[src/rtl/uart_cfg_pkg.sv]
// Shared types and constants for the UART configuration write sequencer.
//   seq_state_e  : sequencer states (IDLE, ISSUE, RESP, DONE, ERR)
//   ERR_*        : err_code encodings reported on abort
//   RESP_*       : AXI write-response encodings
//   resp_is_okay : response classification helper
package uart_cfg_pkg;

    typedef enum logic [2:0] {
        ST_IDLE  = 3'd0,
        ST_ISSUE = 3'd1,
        ST_RESP  = 3'd2,
        ST_DONE  = 3'd3,
        ST_ERR   = 3'd4
    } seq_state_e;

    localparam logic [1:0] ERR_NONE    = 2'b00;
    localparam logic [1:0] ERR_RESP    = 2'b01;
    localparam logic [1:0] ERR_TIMEOUT = 2'b10;

    localparam logic [1:0] RESP_OKAY   = 2'b00;
    localparam logic [1:0] RESP_SLVERR = 2'b10;

    // Any response other than OKAY counts as a failed write attempt.
    function automatic logic resp_is_okay(input logic [1:0] resp);
        return (resp == RESP_OKAY);
    endfunction

endpackage

[src/rtl/uart_cfg_timer.sv]
// Per-attempt cycle counter for the UART configuration sequencer.
//   clk    : clock, rising edge
//   rst    : asynchronous active-high reset
//   clear  : zero the count (wins over enable)
//   enable : count this cycle
//   tc     : count has reached TIMEOUT-1 (holds there until cleared)
module uart_cfg_timer #(
    parameter int TIMEOUT = 1024
) (
    input  logic clk,
    input  logic rst,
    input  logic clear,
    input  logic enable,
    output logic tc
);

    localparam int            CW     = (TIMEOUT > 2) ? $clog2(TIMEOUT) : 1;
    localparam logic [CW-1:0] TC_VAL = CW'(TIMEOUT - 1);
    localparam logic [CW-1:0] ONE    = CW'(1'b1);

    logic [CW-1:0] count_r;

    // Attempt counter: cleared on a new attempt, saturates at the terminal count.
    always_ff @(posedge clk or posedge rst) begin
        if (rst) begin
            count_r <= {CW{1'b0}};
        end else if (clear) begin
            count_r <= {CW{1'b0}};
        end else if (enable && (count_r != TC_VAL)) begin
            count_r <= count_r + ONE;
        end else begin
            count_r <= count_r;
        end
    end

    assign tc = (count_r == TC_VAL);

endmodule

[src/rtl/uart_cfg_seq.sv]
// UART configuration sequencer: after a start pulse, writes a fixed table of
// N_ENTRY registers over an AXI-lite style write channel, retrying on error
// responses and aborting on retry exhaustion or per-attempt timeout.
//   clk, rst                  : clock; asynchronous active-high reset
//   start                     : one-cycle pulse, ignored while busy
//   aw_addr/aw_valid/aw_ready : write-address channel (BASE + ENTRY_OFF[idx])
//   w_data/w_valid/w_ready    : write-data channel (ENTRY_DATA[idx])
//   b_resp/b_valid/b_ready    : write-response channel
//   busy/done/error           : status levels
//   err_idx/err_code          : entry and cause of an abort (01 resp, 10 timeout)
// Table entry 0 is the most significant element of ENTRY_OFF / ENTRY_DATA.
module uart_cfg_seq
    import uart_cfg_pkg::*;
#(
    parameter int                    N_ENTRY    = 3,
    parameter logic [31:0]           BASE       = 32'h0001_0000,
    parameter logic [N_ENTRY*8-1:0]  ENTRY_OFF  = {8'h00, 8'h1C, 8'h10},
    parameter logic [N_ENTRY*32-1:0] ENTRY_DATA = {32'd2604, 32'h20, 32'h48},
    parameter int                    TIMEOUT    = 1024,
    parameter int                    MAX_RETRY  = 2
) (
    input  logic        clk,
    input  logic        rst,
    input  logic        start,
    output logic [31:0] aw_addr,
    output logic        aw_valid,
    input  logic        aw_ready,
    output logic [31:0] w_data,
    output logic        w_valid,
    input  logic        w_ready,
    input  logic [1:0]  b_resp,
    input  logic        b_valid,
    output logic        b_ready,
    output logic        busy,
    output logic        done,
    output logic        error,
    output logic [3:0]  err_idx,
    output logic [1:0]  err_code
);

    localparam int            RW        = (MAX_RETRY > 1) ? $clog2(MAX_RETRY + 1) : 1;
    localparam logic [RW-1:0] RETRY_MAX = RW'(MAX_RETRY);
    localparam logic [RW-1:0] RETRY_ONE = RW'(1'b1);
    localparam logic [3:0]    LAST_IDX  = 4'(N_ENTRY - 1);

    function automatic logic [31:0] entry_addr(input logic [3:0] i);
        return BASE + {24'h00_0000, ENTRY_OFF[(N_ENTRY - 1 - int'(i)) * 8 +: 8]};
    endfunction

    function automatic logic [31:0] entry_data(input logic [3:0] i);
        return ENTRY_DATA[(N_ENTRY - 1 - int'(i)) * 32 +: 32];
    endfunction

    seq_state_e     state_r,    state_nxt;
    logic [3:0]     idx_r,      idx_nxt;
    logic [RW-1:0]  retry_r,    retry_nxt;
    logic           aw_valid_r, aw_valid_nxt;
    logic           w_valid_r,  w_valid_nxt;
    logic           aw_done_r,  aw_done_nxt;
    logic           w_done_r,   w_done_nxt;
    logic           b_ready_r,  b_ready_nxt;
    logic [31:0]    aw_addr_r,  aw_addr_nxt;
    logic [31:0]    w_data_r,   w_data_nxt;
    logic           busy_r,     busy_nxt;
    logic           done_r,     done_nxt;
    logic           error_r,    error_nxt;
    logic [3:0]     err_idx_r,  err_idx_nxt;
    logic [1:0]     err_code_r, err_code_nxt;

    logic aw_hs_s, w_hs_s, b_hs_s;
    logic launch_s;
    logic timer_en_s;
    logic timer_tc_s;

    assign aw_hs_s    = aw_valid_r & aw_ready;
    assign w_hs_s     = w_valid_r & w_ready;
    assign b_hs_s     = b_ready_r & b_valid;
    assign timer_en_s = (state_r == ST_ISSUE) || (state_r == ST_RESP);

    uart_cfg_timer #(
        .TIMEOUT (TIMEOUT)
    ) u_timer (
        .clk    (clk),
        .rst    (rst),
        .clear  (launch_s),
        .enable (timer_en_s),
        .tc     (timer_tc_s)
    );

    // State and registered-output update.
    always_ff @(posedge clk or posedge rst) begin
        if (rst) begin
            state_r    <= ST_IDLE;
            idx_r      <= 4'd0;
            retry_r    <= {RW{1'b0}};
            aw_valid_r <= 1'b0;
            w_valid_r  <= 1'b0;
            aw_done_r  <= 1'b0;
            w_done_r   <= 1'b0;
            b_ready_r  <= 1'b0;
            aw_addr_r  <= 32'h0000_0000;
            w_data_r   <= 32'h0000_0000;
            busy_r     <= 1'b0;
            done_r     <= 1'b0;
            error_r    <= 1'b0;
            err_idx_r  <= 4'd0;
            err_code_r <= ERR_NONE;
        end else begin
            state_r    <= state_nxt;
            idx_r      <= idx_nxt;
            retry_r    <= retry_nxt;
            aw_valid_r <= aw_valid_nxt;
            w_valid_r  <= w_valid_nxt;
            aw_done_r  <= aw_done_nxt;
            w_done_r   <= w_done_nxt;
            b_ready_r  <= b_ready_nxt;
            aw_addr_r  <= aw_addr_nxt;
            w_data_r   <= w_data_nxt;
            busy_r     <= busy_nxt;
            done_r     <= done_nxt;
            error_r    <= error_nxt;
            err_idx_r  <= err_idx_nxt;
            err_code_r <= err_code_nxt;
        end
    end

    // Next-state and next-output logic.
    always_comb begin
        state_nxt    = state_r;
        idx_nxt      = idx_r;
        retry_nxt    = retry_r;
        aw_valid_nxt = aw_valid_r;
        w_valid_nxt  = w_valid_r;
        aw_done_nxt  = aw_done_r;
        w_done_nxt   = w_done_r;
        b_ready_nxt  = b_ready_r;
        aw_addr_nxt  = aw_addr_r;
        w_data_nxt   = w_data_r;
        done_nxt     = done_r;
        error_nxt    = error_r;
        err_idx_nxt  = err_idx_r;
        err_code_nxt = err_code_r;
        launch_s     = 1'b0;

        case (state_r)
            ST_IDLE, ST_DONE, ST_ERR: begin
                if (start) begin
                    idx_nxt      = 4'd0;
                    retry_nxt    = {RW{1'b0}};
                    done_nxt     = 1'b0;
                    error_nxt    = 1'b0;
                    err_idx_nxt  = 4'd0;
                    err_code_nxt = ERR_NONE;
                    launch_s     = 1'b1;
                end else begin
                    state_nxt = state_r;
                end
            end
            ST_ISSUE: begin
                // Each channel retires on its own; its valid drops after its handshake.
                if (aw_hs_s) begin
                    aw_valid_nxt = 1'b0;
                    aw_done_nxt  = 1'b1;
                end else begin
                    aw_done_nxt = aw_done_r;
                end
                if (w_hs_s) begin
                    w_valid_nxt = 1'b0;
                    w_done_nxt  = 1'b1;
                end else begin
                    w_done_nxt = w_done_r;
                end
                // The RESP move uses the registered done flags, giving one
                // settling cycle after the last handshake.
                if (timer_tc_s) begin
                    state_nxt    = ST_ERR;
                    aw_valid_nxt = 1'b0;
                    w_valid_nxt  = 1'b0;
                    b_ready_nxt  = 1'b0;
                    error_nxt    = 1'b1;
                    err_idx_nxt  = idx_r;
                    err_code_nxt = ERR_TIMEOUT;
                end else if (aw_done_r && w_done_r) begin
                    state_nxt   = ST_RESP;
                    b_ready_nxt = 1'b1;
                end else begin
                    state_nxt = ST_ISSUE;
                end
            end
            ST_RESP: begin
                // A response in the terminal-count cycle still wins over the timeout.
                if (b_hs_s) begin
                    b_ready_nxt = 1'b0;
                    if (resp_is_okay(b_resp)) begin
                        if (idx_r == LAST_IDX) begin
                            state_nxt = ST_DONE;
                            done_nxt  = 1'b1;
                        end else begin
                            idx_nxt   = idx_r + 4'd1;
                            retry_nxt = {RW{1'b0}};
                            launch_s  = 1'b1;
                        end
                    end else if (retry_r < RETRY_MAX) begin
                        retry_nxt = retry_r + RETRY_ONE;
                        launch_s  = 1'b1;
                    end else begin
                        state_nxt    = ST_ERR;
                        error_nxt    = 1'b1;
                        err_idx_nxt  = idx_r;
                        err_code_nxt = ERR_RESP;
                    end
                end else if (timer_tc_s) begin
                    state_nxt    = ST_ERR;
                    b_ready_nxt  = 1'b0;
                    error_nxt    = 1'b1;
                    err_idx_nxt  = idx_r;
                    err_code_nxt = ERR_TIMEOUT;
                end else begin
                    state_nxt = ST_RESP;
                end
            end
            default: begin
                state_nxt    = ST_IDLE;
                aw_valid_nxt = 1'b0;
                w_valid_nxt  = 1'b0;
                b_ready_nxt  = 1'b0;
                done_nxt     = 1'b0;
                error_nxt    = 1'b0;
            end
        endcase

        // A new attempt loads address/data for the selected entry and raises both valids.
        if (launch_s) begin
            state_nxt    = ST_ISSUE;
            aw_valid_nxt = 1'b1;
            w_valid_nxt  = 1'b1;
            aw_done_nxt  = 1'b0;
            w_done_nxt   = 1'b0;
            aw_addr_nxt  = entry_addr(idx_nxt);
            w_data_nxt   = entry_data(idx_nxt);
        end else begin
            aw_addr_nxt = aw_addr_nxt;
        end

        busy_nxt = (state_nxt == ST_ISSUE) || (state_nxt == ST_RESP);
    end

    assign aw_addr  = aw_addr_r;
    assign aw_valid = aw_valid_r;
    assign w_data   = w_data_r;
    assign w_valid  = w_valid_r;
    assign b_ready  = b_ready_r;
    assign busy     = busy_r;
    assign done     = done_r;
    assign error    = error_r;
    assign err_idx  = err_idx_r;
    assign err_code = err_code_r;

endmodule

[config.mk]
export PLATFORM = sky130hd
export DESIGN_NAME = uart_cfg_seq
export DESIGN_NICKNAME = d
export VERILOG_FILES = /design/src/rtl/uart_cfg_pkg.sv /design/src/rtl/uart_cfg_timer.sv /design/src/rtl/uart_cfg_seq.sv
export SDC_FILE = /design/constraint.sdc
export NUM_CORES = 1
export LEC_CHECK = 0
export CAP_MARGIN = 20
export CORE_UTILIZATION = 35
export DETAILED_ROUTE_END_ITERATION = 8
export HOLD_SLACK_MARGIN = 0.08
export PLACE_DENSITY = 0.62
export SYNTH_ARGS = -nofsm -noshare
export SYNTH_HDL_FRONTEND = slang
export SYNTH_SLANG_ARGS = --single-unit
[constraint.sdc]
create_clock -name clk -period 4.7 [get_ports clk]
set_input_delay 1.41 -clock clk [delete_from_list [all_inputs] [get_ports clk]]
set_output_delay 1.41 -clock clk [all_outputs]
set_load 0.01 [all_outputs]
==> impl_metrics.yaml <==
outcome:
  status: "finished clean"
timing:
  hold_viol_final: 0
  setup_violations: 0
  period_share_pct: 79.2
  fin_worst_skew_ns: 0.00789
  fmax_mhz: 269
  worst_slew_pin_slew_ns: 0.812
  finalCriticalPeriod_ns: 3.72
  tns_ns: 0
  slew_viol_final: 0
  rsz0062_at_grt: "false"
  holdWs_ns: 0.480
  relSlewSlack_pct: 45.8
critical_path:
  crit_path_end_kind: "register"
  arrival_ns: 3.89
  critPathLaunch: "start"
  r2r_start: "idx_r[0]$_DFF_PP0_"
  crit_fanout: 7
  r2r_cells: 11
  start_kind: "input pin"
  cp-endpoint: "w_data[5]$_DFFE_PP0P_"
  r2r_end: "w_data[5]$_DFFE_PP0P_"
  worstPathRequired_ns: 4.86
  crit_type: "in -> reg"
  r2r_slack_ns: 1.96
synthesis:
  synth.largest_area_cell: "dfrtp_1"
  yosysWarnings: 0
  synth-edff-count: 0
  synth_area_leaders: "dfrtp_1, buf_4, nor2_1"
  syn_inst: 282
  ys_ff_latch: 40
  yosysSeqAreaShare_pct: 38.6
  netlist.area_leader.share_pct: 38.6
  synth_area_per_cell_sq_um: 9.18
  ys_types: 61
  ys.flop_type: "dfrtp_1"
  synthArstFlopShare_pct: 100
  synth_area_sq_um: 2590
routing:
  first_pass_iters: 4
  vias_per_cell: 4.72
  drt-total-wl_mm: 5.10
  ant_nets: 0
  avgRoutedWirePerCell_um: 12.5
  num_vias: 1926
  drt_iter0_markers: 100
  drc: 0
floorplan:
  core_sq_um: 6980
  num_rows: 30
  ios: 84
  die_w_um: 88.0
  start_util_pct: 37.1
  die_area_sq_um: 7750
  fp.dieH_um: 88.0
power:
  switching_share_pct: 35.7
  p_leak_uw: 0.00136
  p_seq_share_pct: 39.0
  p_sw_uw: 437
  internal-power_uw: 787
  p_per_area_nw_per_um2: 423
  p_comb_share_pct: 35.7
  ir_worst_vdd_mv: 0.119
  clock_power_share_pct: 25.3
grt:
  antenna_found_initial: 0
  grt_pass1_wl_mm: 8.60
  grt_max_degree: 22
  grt.total_usage_pct: 14.2
  grt_pass1_vias: 1783
  grt_overflow_total: 0
clock_tree:
  cts_resized: 0
  cts_inserted_buffers: 5
  clk_latency_ns: 0.29
  ctsRootBufferMaster: "clkbuf_8"
  clock_path_buffers: 2
  cts.sinks: 40
  post_cts_buffers: 0
  htreeDepth: 2
  cts_tree: "done"
  clkTransAtPathRegs_ns: 0.08
  cts_hold_buf: 0
job:
  cap_violations: 0
cells_and_area:
  layout.nets: 323
  ff_latch_area_sq_um: 1000
  final_common_cell: "conb_1"
  final_cell_mix: "conb_1, dfrtp_1, clkdlybuf4s50_1, nor2_1, nand2_1"
  nFillCells: 718
  num_antenna_cells: 0
  final_layout_size_suffix_gt1_share_pct: 7.69
  multiInputGateArea_sq_um: 1310
  area_growth_pct: 11.8
hold_path:
  hold_path.class: "reg -> reg"
placed_design:
  dp_hpwl_mm: 3.83
  routabilityCongestion: 0.815
  io_buffer_count: 29
## worst max-delay path, cell delays in order
cell	delay [ns]
clkdlybuf4s50_1	0.57
nor3b_2	0.31
a21oi_1	0.15
a211oi_4	0.34
inv_2	0.08
ha_1	0.32
and3b_1	0.18
and3_1	0.17
a31oi_1	0.23
o211ai_2	0.12
## worst min path at each step
| stage | from | endpoint | depth (start not counted) |
|---|---|---|---|
| after floorplan | retry_r[0]$_DFFE_PP0P_ | retry_r[0]$_DFFE_PP0P_ | 1 |
| after global placement | aw_addr[16]$_DFFE_PP0P_ | aw_addr[16]$_DFFE_PP0P_ | 1 |
| after detailed placement | aw_addr[16]$_DFFE_PP0P_ | aw_addr[16]$_DFFE_PP0P_ | 1 |
| after CTS | aw_addr[16]$_DFFE_PP0P_ | aw_addr[16]$_DFFE_PP0P_ | 1 |
| after global routing | aw_addr[16]$_DFFE_PP0P_ | aw_addr[16]$_DFFE_PP0P_ | 1 |
| final | aw_addr[16]$_DFFE_PP0P_ | aw_addr[16]$_DFFE_PP0P_ | 1 |
## per-layer routing
metal | wire length, um | vias up | global-route usage (%)
met1 | 2350 | 936 | 19.4
li1 | - | 924 | -
met2 | 2490 | 62 | 23.1
met5 | 0 | - | 0
met3 | 225 | 4 | 3.49
met4 | 29 | 0 | 3.08
## registers in the layout, indices dropped and copies added, names as in the netlist
signal	count
done	1
aw_valid	1
b_ready	1
err_code	2
w_valid	1
w_data	4
state_r	3
err_idx	4
busy	1
u_timer.count_r	10
error	1
retry_r	2
aw_addr	3
w_done_r	1
aw_done_r	1
idx_r	4
## kinds of logic after synthesis
kind of cell / share of synthesized area, %
flip-flops: 38.6
XOR/XNOR: 3.72
adder cells (fa/ha/maj): 1.93
multiplexers: 0.821
AO/OA/AOI/OAI: 16.6
other: 0.145
buffers and inverters: 18.5
AND/OR/NAND/NOR: 19.7
## layout make-up
| class | instances | share of cell area (%) |
|---|---|---|
| tap | 96 | 4.15 |
| sequential | 40 | 34.6 |
| inverter | 6 | 0.778 |
| clock inverter | 1 | 1.04 |
| multi-input combinational | 226 | 45.4 |
| clock buffer | 7 | 3.33 |
| timing repair buffer | 32 | 10.8 |
## Yosys cell counts, types with 4 or more instances
cell type / number
a21oi_1: 9
a22o_1: 4
a31oi_1: 4
and3_1: 4
buf_2: 5
buf_4: 57
dfrtp_1: 40
ha_1: 4
inv_1: 5
nand2_1: 20
nand2b_1: 4
nand4_1: 6
nor2_1: 28
nor2b_1: 4
o21ai_0: 10
o21ai_1: 4
o22a_1: 4
xor2_1: 8
## power groups by stage
stage	Combinational (uW)	Sequential, uW	Clock (uW)
6_report	437	477	310
5_1_grt	496	488	331
4_1_cts	442	477	319
3_5_place_dp	439	483	0
3_3_place_gp	437	483	0
2_1_floorplan	336	472	0
## through the flow
| stage | area, sq um | util, % | std cells | total power (uW) | setup slack (ns) |
|---|---|---|---|---|---|
| finish | 2900 | 41.5 | 408 | 1220 | 0.976 |
| detailed placement | 2770 | 39.7 | 400 | 923 | 0.697 |
| global placement | 2770 | 39.7 | 400 | 919 | 0.766 |
| CTS | 2900 | 41.5 | 408 | 1240 | 0.982 |
| global route | 2900 | 41.5 | 408 | 1320 | 0.761 |
| floorplan | 2790 | - | 335 | 807 | 1.42 |
No activity file was read; power rests on OpenSTA's default activity.
